<file path="src/rtl/pll_lock_cnt.sv">
// Lock-qualified wrapping up/down counter: waits for a stable synchronised PLL lock, then counts.
// Latency: 2 cycles lock sync + LOCK_STABLE cycles qualification; cnt/tc update one edge after inputs.
// Backpressure: none; strobes are sampled every clk_div edge and ignored outside RUN.
module pll_lock_cnt #(
    parameter int CNT_W       = 2,
    parameter int CNT_MAX     = 3,
    parameter int LOCK_STABLE = 4
) (
    input  logic             clk_div,
    input  logic             sys_rst_n,
    input  logic             locked,
    input  logic             cnt_en,
    input  logic             cnt_dir,
    input  logic             cnt_clr,
    input  logic             load,
    input  logic [CNT_W-1:0] load_val,
    input  logic             flag_clr,
    output logic [CNT_W-1:0] cnt,
    output logic             tc,
    output logic             run,
    output logic             lock_lost
);

    typedef enum logic [1:0] {
        WAIT_LOCK = 2'd0,
        STABILIZE = 2'd1,
        RUN       = 2'd2
    } state_t;

    localparam logic [CNT_W-1:0] MAX_V     = CNT_W'(CNT_MAX);
    localparam logic [7:0]       STAB_LAST = 8'(LOCK_STABLE - 1);

    logic             r_sync1;
    logic             r_sync2;
    state_t           r_state;
    logic [7:0]       r_stab;
    logic [CNT_W-1:0] r_cnt;
    logic             r_tc;
    logic             r_run;
    logic             r_lock_lost;

    logic             w_locked_s;
    logic [CNT_W-1:0] w_cnt_nxt;
    logic             w_tc_nxt;

    assign w_locked_s = r_sync2;

    // Two-flop synchroniser for the asynchronous PLL lock indicator.
    always_ff @(posedge clk_div or negedge sys_rst_n) begin
        if (!sys_rst_n) begin
            r_sync1 <= 1'b0;
            r_sync2 <= 1'b0;
        end else begin
            r_sync1 <= locked;
            r_sync2 <= r_sync1;
        end
    end

    // Counter next value in RUN: clear beats load beats count; only a wrap raises tc.
    always_comb begin
        w_cnt_nxt = r_cnt;
        w_tc_nxt  = 1'b0;
        if (cnt_clr) begin
            w_cnt_nxt = '0;
        end else if (load) begin
            w_cnt_nxt = (load_val > MAX_V) ? MAX_V : load_val;
        end else if (cnt_en) begin
            if (!cnt_dir) begin
                if (r_cnt >= MAX_V) begin
                    w_cnt_nxt = '0;
                    w_tc_nxt  = 1'b1;
                end else begin
                    w_cnt_nxt = r_cnt + CNT_W'(1);
                end
            end else begin
                if (r_cnt == '0) begin
                    w_cnt_nxt = MAX_V;
                    w_tc_nxt  = 1'b1;
                end else begin
                    w_cnt_nxt = r_cnt - CNT_W'(1);
                end
            end
        end
    end

    // Lock-qualification FSM with registered counter, tc, run and sticky lock_lost.
    always_ff @(posedge clk_div or negedge sys_rst_n) begin
        if (!sys_rst_n) begin
            r_state     <= WAIT_LOCK;
            r_stab      <= 8'd0;
            r_cnt       <= '0;
            r_tc        <= 1'b0;
            r_run       <= 1'b0;
            r_lock_lost <= 1'b0;
        end else begin
            r_tc <= 1'b0;
            // flag_clr only acts when no new loss is reported on the same edge.
            if (flag_clr) begin
                r_lock_lost <= 1'b0;
            end
            case (r_state)
                WAIT_LOCK: begin
                    r_cnt <= '0;
                    r_run <= 1'b0;
                    if (w_locked_s) begin
                        r_state <= STABILIZE;
                        r_stab  <= 8'd0;
                    end
                end
                STABILIZE: begin
                    r_cnt <= '0;
                    if (!w_locked_s) begin
                        r_state <= WAIT_LOCK;
                        r_run   <= 1'b0;
                    end else if (r_stab == STAB_LAST) begin
                        r_state <= RUN;
                        r_run   <= 1'b1;
                    end else begin
                        r_stab <= r_stab + 8'd1;
                    end
                end
                RUN: begin
                    if (!w_locked_s) begin
                        r_state     <= WAIT_LOCK;
                        r_run       <= 1'b0;
                        r_cnt       <= '0;
                        r_lock_lost <= 1'b1;
                    end else begin
                        r_cnt <= w_cnt_nxt;
                        r_tc  <= w_tc_nxt;
                    end
                end
                default: begin
                    r_state <= WAIT_LOCK;
                    r_run   <= 1'b0;
                    r_cnt   <= '0;
                end
            endcase
        end
    end

    assign cnt       = r_cnt;
    assign tc        = r_tc;
    assign run       = r_run;
    assign lock_lost = r_lock_lost;

endmodule

</file>
<file path="config.mk">
export PLATFORM = sky130hd
export DESIGN_NAME = pll_lock_cnt
export DESIGN_NICKNAME = d
export VERILOG_FILES = /design/src/rtl/pll_lock_cnt.sv
export SDC_FILE = /design/constraint.sdc
export NUM_CORES = 1
export LEC_CHECK = 0
export CAP_MARGIN = 20
export CELL_PAD_IN_SITES_DETAIL_PLACEMENT = 1
export CELL_PAD_IN_SITES_GLOBAL_PLACEMENT = 2
export CORE_MARGIN = 4
export CORE_UTILIZATION = 30
export DETAILED_ROUTE_END_ITERATION = 6
export PLACE_DENSITY_LB_ADDON = 0.1
export SKIP_CTS_REPAIR_TIMING = 1
export SLEW_MARGIN = 30
export SYNTH_ARGS = -nofsm -noshare
export SYNTH_HDL_FRONTEND = slang
export SYNTH_SLANG_ARGS = --single-unit
</file>
<file path="constraint.sdc">
create_clock -name clk_div -period 2.9 [get_ports clk_div]
set_input_delay 0.725 -clock clk_div [delete_from_list [all_inputs] [get_ports clk_div]]
set_output_delay 0.725 -clock clk_div [all_outputs]
set_load 0.03 [all_outputs]
</file>
==> results of run 1 <==
==> area by class of cell <==
cell class              count  area (µm²)
fillers                   341        1703
well taps                  31       38.79
multi-input cells          63       426.7
inverters                  12       45.04
clock buffers               4       26.28
repair buffers             14       140.1
flip-flops and latches     17       425.4
==> how the worst max path moves through the flow <==
| stage | endpoint | slack, ns | cells past startpoint | startpoint |
|---|---|---|---|---|
| 3_3_place_gp | cnt[0] | 0.96 | 4 | cnt_dir |
| 2_1_floorplan | cnt[1] | 1.39 | 5 | cnt[0] |
| 6_report | cnt[0] | 0.75 | 1 | cnt[0] |
| 3_5_place_dp | cnt[0] | 0.93 | 4 | cnt_dir |
| 5_1_grt | cnt[0] | 0.68 | 1 | cnt[0] |
| 4_1_cts | cnt[0] | 0.71 | 1 | cnt[0] |
==> power by group <==
group,total (mW),internal (mW),leakage (nW),switching [mW]
Clock,0.130,0.0536,0.0150,0.0761
Sequential,0.264,0.248,0.229,0.0157
Combinational,0.0657,0.0319,0.225,0.0337
==> stage by stage <==
stage	util (%)	area (µm²)
final	39.30	1102
after global routing	39.30	1102
after CTS	39.30	1102
after detailed placement	38.36	1076
after global placement	38.36	1076
after floorplan	-	900.9
==> layer usage <==
| metal | share of wire [%] | GRT usage [%] |
|---|---|---|
| met1 | 52 | 16.95 |
| met2 | 43 | 18.51 |
| met3 | 2.5 | 3.058 |
| met4 | 2.5 | 6.612 |
| met5 | 0 | 0 |
==> synth_stat cells <==
library cell	number	area share, %
sky130_fd_sc_hd__dfrtp_1	17	47
sky130_fd_sc_hd__inv_1	12	5.0
sky130_fd_sc_hd__nand2_1	11	4.6
sky130_fd_sc_hd__nand2b_1	5	3.5
sky130_fd_sc_hd__nand3_1	5	2.8
sky130_fd_sc_hd__o211ai_1	4	3.3
sky130_fd_sc_hd__a21oi_1	3	1.7
sky130_fd_sc_hd__ha_1	3	4.2
sky130_fd_sc_hd__nand3b_1	2	1.7
sky130_fd_sc_hd__nor2b_1	2	1.4
sky130_fd_sc_hd__o21a_1	2	1.7
sky130_fd_sc_hd__o22ai_1	2	1.4
sky130_fd_sc_hd__o311ai_0	2	1.9
sky130_fd_sc_hd__or4_1	2	1.7
sky130_fd_sc_hd__a2111oi_0	1	0.97
sky130_fd_sc_hd__a211o_1	1	0.97
sky130_fd_sc_hd__a21boi_0	1	0.83
sky130_fd_sc_hd__a221o_1	1	1.1
sky130_fd_sc_hd__a221oi_1	1	0.97
sky130_fd_sc_hd__a22o_1	1	0.97
sky130_fd_sc_hd__and3b_1	1	0.97
sky130_fd_sc_hd__clkbuf_1	1	0.42
sky130_fd_sc_hd__mux2_2	1	1.2
sky130_fd_sc_hd__nand4_1	1	0.69
sky130_fd_sc_hd__nor2_1	1	0.42
sky130_fd_sc_hd__nor3_1	1	0.56
sky130_fd_sc_hd__nor3b_1	1	0.83
sky130_fd_sc_hd__nor4_1	1	0.69
sky130_fd_sc_hd__o2111ai_1	1	0.97
sky130_fd_sc_hd__o21ai_1	1	0.56
sky130_fd_sc_hd__o31a_1	1	0.97
sky130_fd_sc_hd__o32ai_1	1	0.97
sky130_fd_sc_hd__or2_2	1	0.69
sky130_fd_sc_hd__or4_4	1	1.2
sky130_fd_sc_hd__xnor2_1	1	0.97
==> sequential cells by signal, summed over array words and instances, names as in the netlist <==
signal     cells
r_state        2
lock_lost      1
run            1
r_sync2        1
tc             1
r_stab         8
r_sync1        1
cnt            2
==> cells by family after synthesis <==
kind of cell / after synthesis / synth area share [%]
adder cells (fa/ha/maj): 3 / 4.167
buffers and inverters: 13 / 5.416
AO/OA/AOI/OAI: 23 / 19.31
XOR/XNOR: 1 / 0.9724
multiplexers: 1 / 1.250
flip-flops: 17 / 47.22
AND/OR/NAND/NOR: 35 / 21.67
==> worst register-to-register path: stages (launching register included) <==
cell and delay (ns):
sky130_fd_sc_hd__dfrtp_1 0.44, sky130_fd_sc_hd__or4_4 0.60, sky130_fd_sc_hd__nor4_1 0.38, sky130_fd_sc_hd__o21a_1 0.16
==> qor.json, run 1 <==
{
  "critical_path": {
    "cp_data_arrival_time_ns": 1.42,
    "critical_path.slowest_cell": "sky130_fd_sc_hd__clkdlybuf4s50_1",
    "rrSetupSlack_ns": 1.27,
    "critical_path_data_required_time_ns": 2.17,
    "reg2reg_path_depth": 3,
    "startpoint_type": "flip-flop",
    "crit_path_end_kind": "output port",
    "worstPathBufferInverterCount": 1,
    "worst_path_dominant_cell_family": "buffers and inverters",
    "critical_path.max_stage_delay_ns": 0.70,
    "cp_cell_sequence": "clkdlybuf4s50_1",
    "critical_path_class": "flip-flop to output port",
    "r2r_end": "r_state[1]",
    "crit-reg2reg-launch": "r_stab[4]",
    "cp_max_fo": 5
  },
  "power_and_ir_drop": {
    "p_per_area_mw_per_mm2": 416.8,
    "leakage_nw": 0.4686,
    "p_total_uw": 459.4,
    "vdd.ir_drop.worst_mv": 0.1851
  },
  "synth": {
    "synth_seq_cells": 17,
    "synthesis.nets": 106,
    "postSynthCellCount": 93,
    "part_of_the_yosys_area_used_for_sequential_elements_pct": 47.22,
    "synth.distinct_cells": 35,
    "yosys_warnings": 0,
    "post_synth_instance_area_um2": 900.9,
    "synthesis.area_per_instance_um2": 9.687
  },
  "placed_design": {
    "detailed_place_hpwl_mm": 1.566,
    "pre_cts_ws_ns": 0.9326,
    "placement.io_buffers": 14,
    "dpl.cell_count": 137,
    "place_congestion": 0.6938
  },
  "timing": {
    "finalMaxSlewViolations": 0,
    "fin_crit_ns": 2.148,
    "worst_hold_slack_ns": 0.3593,
    "finalSetupTns_ns": 0,
    "tightest_slew_ns": 0.7996,
    "post-route-period-util_pct": 74.06,
    "timing.max_slew.rel_slack_pct": 46.53,
    "rsz0062_at_grt": "false",
    "setup_viol_count_final": 0,
    "hold_violations": 0,
    "max_freq_mhz": 465.6,
    "worst_clock_skew_ns": 0.005799,
    "final_critical_path_setup_slack_ns": 0.7522
  },
  "global_route": {
    "grt_pass1_vias": 848,
    "grt_antenna_before_repair": 0,
    "grt_overflow": 0,
    "groute.usage.overall_pct": 12.58,
    "grt_start_max_net_pins": 18,
    "first_pass_grt_wire_length_mm": 3.891
  },
  "cells_and_area": {
    "layout_commonest_cell": "sky130_fd_sc_hd__dfrtp_1",
    "nets": 124,
    "final_cell_mix": "sky130_fd_sc_hd__dfrtp_1, sky130_fd_sc_hd__clkdlybuf4s50_1, sky130_fd_sc_hd__inv_1, sky130_fd_sc_hd__nand2_1",
    "final_cell_count_no_fill": 141,
    "drive_gt1_share_pct": 5.455,
    "antenna_diode_count": 0,
    "layout-area-overhead-vs-synth_pct": 22.36
  },
  "drt": {
    "detail_route.wirelength_mm": 2.105,
    "drc": 0,
    "antenna_left": 0,
    "route.detailed.vias_per_inst": 5.397,
    "num_vias": 761,
    "detail_route.iter0.violations": 16,
    "routedWlPerCell_um": 14.93,
    "drt_pre_antenna_iters": 2
  },
  "worst_hold_path": {
    "hold-path-endpoint": "r_sync2",
    "worst_hold_path_type": "flip-flop to flip-flop",
    "worst_hold_startpoint": "r_sync1",
    "worst_hold_path.num_cells": 0
  },
  "clocking": {
    "htreeDepth": 1,
    "clockRootBuffer": "sky130_fd_sc_hd__clkbuf_4",
    "cts-root-to-sink-buffers": 2,
    "tritoncts_clock_tree": "done",
    "numClockSinks": 17,
    "insertion_delay_ns": 0.30,
    "cts_made_buffers": 3,
    "path_clk_slew_ns": 0.09
  },
  "floorplan": {
    "num_ports": 15,
    "initial_core_util_pct": 32.11,
    "die_y_um": 62.80,
    "fp-row-count": 19,
    "die_width_um": 62.80,
    "core_mm2": 0.002805,
    "dieArea_mm2": 0.003944
  },
  "outcome": {
    "outcome": "completed"
  },
  "flow_run": {
    "max_cap_violations": 0
  }
}
Power figures use the tool's default switching activity.
==> run 2, diff against run 1 <==
clock period = 2.21 ns   (was 2.9 ns; I/O delays follow)
==> qor.json, run 2 (same netlist as run 1, synthesis figures left out) <==
{
  "critical_path": {
    "critical_path.slowest_cell": "sky130_fd_sc_hd__clkdlybuf4s50_1",
    "critical_path.max_stage_delay": {"value": 0.70, "unit": "ns", "change": "about the same"},
    "cp_max_fo": {"value": 5, "change": "unchanged"},
    "crit_path_end_kind": "output port",
    "critical_path_class": "flip-flop to output port",
    "critical_path_data_required_time": {"value": 1.66, "unit": "ns", "change": "-0.51 ns"},
    "cp_data_arrival_time": {"value": 1.43, "unit": "ns", "change": "about the same"},
    "worstPathBufferInverterCount": {"value": 1, "change": "unchanged"},
    "cp_cell_sequence": "clkdlybuf4s50_1",
    "worst_path_dominant_cell_family": "buffers and inverters",
    "startpoint_type": "flip-flop"
  },
  "power_and_ir_drop": {
    "combinationalPowerShare": {"value": 14.7, "unit": "%", "change": "+0.4 points"},
    "vdd.ir_drop.worst": {"value": 0.2575, "unit": "mV", "change": "+39%"},
    "p_total": {"value": 600.4, "unit": "µW", "change": "+31%"},
    "power.share.clock": {"value": 27.7, "unit": "%", "change": "-0.5 points"},
    "power.switching": {"value": 160.7, "unit": "µW", "change": "+28%"},
    "p_per_area": {"value": 541.0, "unit": "mW/mm²", "change": "+30%"},
    "leakage": {"value": 0.4734, "unit": "nW", "change": "+1.0%"},
    "switching_share": {"value": 26.76, "unit": "%", "change": "-0.56 points"},
    "power_internal": {"value": 439.8, "unit": "µW", "change": "+32%"},
    "sequentialPowerShare": {"value": 57.6, "unit": "%", "change": "about the same"}
  },
  "global_route": {
    "grt_overflow": {"value": 0, "change": "unchanged"},
    "grt_antenna_before_repair": {"value": 0, "change": "unchanged"},
    "first_pass_grt_wire_length": {"value": 3.712, "unit": "mm", "change": "-4.6%"},
    "grt_pass1_vias": {"value": 802, "change": "-5.4%"},
    "grt_start_max_net_pins": {"value": 18, "change": "unchanged"},
    "groute.usage.overall": {"value": 11.68, "unit": "%", "change": "-0.90 points"}
  },
  "clocking": {
    "clockRootBuffer": "sky130_fd_sc_hd__clkbuf_4",
    "htreeDepth": {"value": 1, "change": "unchanged"},
    "cts-root-to-sink-buffers": {"value": 2, "change": "unchanged"},
    "path_clk_slew": {"value": 0.10, "unit": "ns", "change": "about the same"},
    "tritoncts_clock_tree": "done",
    "cts_made_buffers": {"value": 3, "change": "unchanged"},
    "numClockSinks": {"value": 17, "change": "unchanged"},
    "insertion_delay": {"value": 0.29, "unit": "ns", "change": "about the same"}
  },
  "timing": {
    "worst_clock_skew": {"value": 0.002175, "unit": "ns", "change": "-0.003624 ns"},
    "post-route-period-util_pct": 89.64,
    "fin_crit_ns": 1.981,
    "timing.max_slew.rel_slack": {"value": 69.25, "unit": "%", "change": "+23 points"},
    "rsz0062_at_grt": "false",
    "finalMaxSlewViolations": {"value": 0, "change": "unchanged"},
    "max_freq_mhz": 504.8,
    "setup_viol_count_final": {"value": 0, "change": "unchanged"},
    "hold_violations": {"value": 0, "change": "unchanged"},
    "tightest_slew": {"value": 0.4612, "unit": "ns", "change": "-0.3384 ns"},
    "finalSetupTns": {"value": 0, "unit": "ns", "change": "unchanged"}
  },
  "placed_design": {
    "place_congestion": {"value": 0.7060, "change": "+1.8%"},
    "placement.io_buffers": {"value": 14, "change": "unchanged"},
    "detailed_place_hpwl": {"value": 1.527, "unit": "mm", "change": "-2.5%"}
  },
  "cells_and_area": {
    "seq_area": {"value": 425.4, "unit": "µm²", "change": "unchanged"},
    "layout_commonest_cell": "sky130_fd_sc_hd__dfrtp_1",
    "multi_input_comb_area": {"value": 426.7, "unit": "µm²", "change": "unchanged"},
    "antenna_diode_count": {"value": 0, "change": "unchanged"},
    "final_cell_mix": "sky130_fd_sc_hd__dfrtp_1, sky130_fd_sc_hd__clkdlybuf4s50_1, sky130_fd_sc_hd__inv_1, sky130_fd_sc_hd__nand2_1",
    "layout-area-overhead-vs-synth_pct": 23.19,
    "nFillCells": {"value": 341, "change": "unchanged"},
    "drive_gt1_share": {"value": 6.306, "unit": "%", "change": "+0.85 points"},
    "nets": {"value": 125, "change": "+0.81%"},
    "largest_reg_flops": {"value": 8, "change": "unchanged"},
    "registers.top_by_ff_count": "r_stab"
  },
  "drt": {
    "drt_pre_antenna_iters": {"value": 4, "change": "+2"},
    "antenna_left": {"value": 0, "change": "unchanged"},
    "num_vias": {"value": 753, "change": "-1.1%"},
    "routedWlPerCell": {"value": 14.27, "unit": "µm", "change": "-4.4%"},
    "detail_route.iter0.violations": {"value": 39, "change": "+23"},
    "drc": {"value": 0, "change": "unchanged"},
    "route.detailed.vias_per_inst": {"value": 5.303, "change": "-1.7%"},
    "detail_route.wirelength": {"value": 2.027, "unit": "mm", "change": "-3.7%"}
  },
  "outcome": {
    "outcome": "completed"
  },
  "floorplan": {
    "core": {"value": 0.002805, "unit": "mm²", "change": "unchanged"},
    "num_ports": {"value": 15, "change": "unchanged"},
    "die_y": {"value": 62.80, "unit": "µm", "change": "unchanged"},
    "fp-row-count": {"value": 19, "change": "unchanged"},
    "initial_core_util": {"value": 32.11, "unit": "%", "change": "unchanged"},
    "dieArea": {"value": 0.003944, "unit": "mm²", "change": "unchanged"},
    "die_width": {"value": 62.80, "unit": "µm", "change": "unchanged"}
  },
  "flow_run": {
    "max_cap_violations": {"value": 0, "change": "unchanged"}
  },
  "worst_hold_path": {
    "worst_hold_path_type": "flip-flop to flip-flop"
  }
}
[run 2: cell types whose count changed in the layout (fill, tap and decap cells not counted)]
cell,previous run,this run
sky130_fd_sc_hd__buf_4,0,1
[run 2: final timing paths]
path / start / to / slack (ns) / cells past startpoint
max in group asynchronous: sys_rst_n / r_state[0] / 1.43 / 2
max: cnt[0] / cnt[0] / 0.23 / 1
min: r_sync1 / r_sync2 / 0.37 / 0
min in group asynchronous: sys_rst_n / r_stab[5] / 0.59 / 2
max reg2reg: r_stab[4] / r_state[1] / 0.57 / 3
min reg2reg: r_sync1 / r_sync2 / 0.37 / 0
[run 2: per-layer routing]
metal  GRT usage (%)  part of all wire, %  up-vias
met1           16.33                   50      366
li1                -                    -      373
met3           3.417                  2.5        2
met2           17.84                   47       12
met5               0                    0        -
met4           2.479                 0.59        0
[run 2: cell type report]
type                            instances  share of cell area, %
Timing Repair Buffer                   15                  13.30
Clock buffer                            4                  2.368
Sequential cell                        17                  38.33
Multi-Input combinational cell         63                  38.44
Tap cell                               31                  3.495
Inverter                               12                  4.059
[run 2: power by group through the flow]
stage               Sequential (mW)  Combinational [mW]  Clock (mW)
floorplan                     0.346              0.0513           0
global placement              0.353              0.0871           0
detailed placement            0.353              0.0902           0
CTS                           0.346              0.0907       0.181
global route                  0.350               0.101       0.195
finish                        0.346              0.0883       0.166
[run 2: stage by stage]
stage          std cells  util (%)  setup WS [ns]  instance area [µm²]  hold WS (ns)
3_5_place_dp         138     38.63         0.3853                 1084        0.3380
5_1_grt              142     39.56         0.1636                 1110        0.3942
4_1_cts              142     39.56         0.2138                 1110        0.3731
6_report             142     39.56         0.2289                 1110        0.3670
2_1_floorplan         93         -         0.6967                900.9        0.2569
3_3_place_gp         138     38.63         0.4460                 1084        0.3452
==> run 3, diff against run 2 <==
clock period = 2 ns   (was 2.21 ns; I/O delays follow)
==> qor.json, run 3 (same netlist as run 1, synthesis figures left out) <==
{
  "clocking": {
    "clockRootBuffer": "sky130_fd_sc_hd__clkbuf_4",
    "htreeDepth": {"value": 1, "change": "unchanged"},
    "insertion_delay": {"value": 0.29, "unit": "ns", "change": "about the same"},
    "numClockSinks": {"value": 17, "change": "unchanged"},
    "path_clk_slew": {"value": 0.09, "unit": "ns", "change": "about the same"},
    "cts-root-to-sink-buffers": {"value": 2, "change": "unchanged"},
    "cts_made_buffers": {"value": 3, "change": "unchanged"},
    "tritoncts_clock_tree": "done"
  },
  "drt": {
    "detail_route.wirelength": {"value": 2.139, "unit": "mm", "change": "+5.5%"},
    "detail_route.iter0.violations": {"value": 24, "change": "-38%"},
    "route.detailed.vias_per_inst": {"value": 5.441, "change": "+2.6%"},
    "routedWlPerCell": {"value": 14.96, "unit": "µm", "change": "+4.8%"},
    "antenna_left": {"value": 0, "change": "unchanged"},
    "drt_pre_antenna_iters": {"value": 4, "change": "unchanged"},
    "num_vias": {"value": 778, "change": "+3.3%"},
    "drc": {"value": 0, "change": "unchanged"}
  },
  "floorplan": {
    "core": {"value": 0.002805, "unit": "mm²", "change": "unchanged"},
    "initial_core_util": {"value": 32.11, "unit": "%", "change": "unchanged"},
    "fp-row-count": {"value": 19, "change": "unchanged"},
    "dieArea": {"value": 0.003944, "unit": "mm²", "change": "unchanged"},
    "die_y": {"value": 62.80, "unit": "µm", "change": "unchanged"},
    "num_ports": {"value": 15, "change": "unchanged"},
    "die_width": {"value": 62.80, "unit": "µm", "change": "unchanged"}
  },
  "placed_design": {
    "pre_cts_ws": {"value": 0.2415, "unit": "ns", "change": "-0.1439 ns"},
    "detailed_place_hpwl": {"value": 1.642, "unit": "mm", "change": "+7.5%"},
    "placement.io_buffers": {"value": 14, "change": "unchanged"},
    "dpl.cell_count": {"value": 139, "change": "+0.72%"},
    "place_congestion": {"value": 0.7139, "change": "+1.1%"}
  },
  "cells_and_area": {
    "nFillCells": {"value": 334, "change": "-2.1%"},
    "final_cell_mix": "sky130_fd_sc_hd__dfrtp_1, sky130_fd_sc_hd__clkdlybuf4s50_1, sky130_fd_sc_hd__inv_1, sky130_fd_sc_hd__nand2_1",
    "layout-area-overhead-vs-synth_pct": 24.03,
    "final_util": {"value": 39.83, "unit": "%", "change": "+0.27 points"},
    "seq_area": {"value": 425.4, "unit": "µm²", "change": "unchanged"},
    "nets": {"value": 126, "change": "+0.80%"},
    "drive_gt1_share": {"value": 7.143, "unit": "%", "change": "+0.84 points"},
    "largest_reg_flops": {"value": 8, "change": "unchanged"},
    "final_cell_count_no_fill": {"value": 143, "change": "+0.70%"},
    "antenna_diode_count": {"value": 0, "change": "unchanged"},
    "registers.top_by_ff_count": "r_stab",
    "multi_input_comb_area": {"value": 426.7, "unit": "µm²", "change": "unchanged"},
    "layout_commonest_cell": "sky130_fd_sc_hd__dfrtp_1"
  },
  "timing": {
    "finalMaxSlewViolations": {"value": 0, "change": "unchanged"},
    "rsz0062_at_grt": "false",
    "max_freq_mhz": 520.3,
    "worst_clock_skew": {"value": 0.009288, "unit": "ns", "change": "+0.007113 ns"},
    "finalSetupTns": {"value": 0, "unit": "ns", "change": "unchanged"},
    "post-route-period-util_pct": 96.09,
    "fin_crit_ns": 1.922,
    "timing.max_slew.rel_slack": {"value": 70.92, "unit": "%", "change": "+1.7 points"},
    "worst_hold_slack": {"value": 0.3646, "unit": "ns", "change": "-0.002335 ns"},
    "setup_viol_count_final": {"value": 0, "change": "unchanged"},
    "tightest_slew": {"value": 0.4252, "unit": "ns", "change": "-0.03600 ns"},
    "final_critical_path_setup_slack": {"value": 0.07821, "unit": "ns", "change": "-0.1507 ns"},
    "hold_violations": {"value": 0, "change": "unchanged"}
  },
  "critical_path": {
    "critical_path_class": "flip-flop to output port",
    "worst_path_dominant_cell_family": "buffers and inverters",
    "cp_data_arrival_time": {"value": 1.42, "unit": "ns", "change": "about the same"},
    "critical_path.max_stage_delay": {"value": 0.70, "unit": "ns", "change": "about the same"},
    "critical_path.slowest_cell": "sky130_fd_sc_hd__clkdlybuf4s50_1",
    "startpoint_type": "flip-flop",
    "critical_path_data_required_time": {"value": 1.50, "unit": "ns", "change": "-0.16 ns"},
    "cp_max_fo": {"value": 5, "change": "unchanged"},
    "cp_cell_sequence": "clkdlybuf4s50_1",
    "crit_path_end_kind": "output port",
    "worstPathBufferInverterCount": {"value": 1, "change": "unchanged"}
  },
  "flow_run": {
    "max_cap_violations": {"value": 0, "change": "unchanged"}
  },
  "outcome": {
    "outcome": "completed"
  },
  "global_route": {
    "first_pass_grt_wire_length": {"value": 4.043, "unit": "mm", "change": "+8.9%"},
    "grt_start_max_net_pins": {"value": 18, "change": "unchanged"},
    "grt_antenna_before_repair": {"value": 0, "change": "unchanged"},
    "grt_overflow": {"value": 0, "change": "unchanged"},
    "groute.usage.overall": {"value": 12.51, "unit": "%", "change": "+0.83 points"},
    "grt_pass1_vias": {"value": 857, "change": "+6.9%"}
  },
  "power_and_ir_drop": {
    "leakage": {"value": 0.4782, "unit": "nW", "change": "+1.0%"},
    "p_per_area": {"value": 602.7, "unit": "mW/mm²", "change": "+11%"},
    "vdd.ir_drop.worst": {"value": 0.2853, "unit": "mV", "change": "+11%"}
  },
  "worst_hold_path": {
    "worst_hold_path_type": "flip-flop to flip-flop"
  }
}
[run 3: changes by cell type in the layout (fill, tap and decap cells not counted)]
cell / before / now
sky130_fd_sc_hd__buf_4: 1 / 2
[run 3: final timing paths]
check	startpoint	slack, ns	cells past startpoint	endpoint
worst min register to register	r_sync1	0.36	0	r_sync2
min in group asynchronous	sys_rst_n	0.52	2	r_stab[5]
worst max register to register	r_stab[4]	0.33	3	r_state[1]
worst max-delay path	cnt[0]	0.08	1	cnt[0]
worst min-delay path	r_sync1	0.36	0	r_sync2
max in group asynchronous	sys_rst_n	1.29	2	r_sync2
[run 3: layout make-up]
cell class                      count  area share (%)
Clock buffer                        4           2.352
Inverter                           12           4.031
Multi-Input combinational cell     63           38.19
Sequential cell                    17           38.07
Tap cell                           31           3.471
Timing Repair Buffer               16           13.89
[run 3: layer usage]
layer / wire [µm] / track usage, % / part of all wire [%] / vias to the layer above
li1: - / - / - / 376
met4: 29 / 4.132 / 1.4 / 0
met2: 978 / 18.64 / 46 / 16
met1: 1059 / 17.77 / 50 / 382
met5: 0 / 0 / 0 / -
met3: 70 / 2.878 / 3.3 / 4
[run 3: power by group]
group          leakage [nW]  switching (mW)  internal (mW)  total (mW)
registers             0.229          0.0193          0.360       0.380
clock network        0.0150           0.111         0.0776       0.189
logic                 0.235          0.0548         0.0503       0.105
[run 3: metrics by stage]
stage          cell area (µm²)  power (mW)
6_report                  1117      0.6734
5_1_grt                   1117      0.7288
4_1_cts                   1117      0.6860
3_5_place_dp              1091      0.4935
3_3_place_gp              1091      0.4878
2_1_floorplan            900.9      0.4390
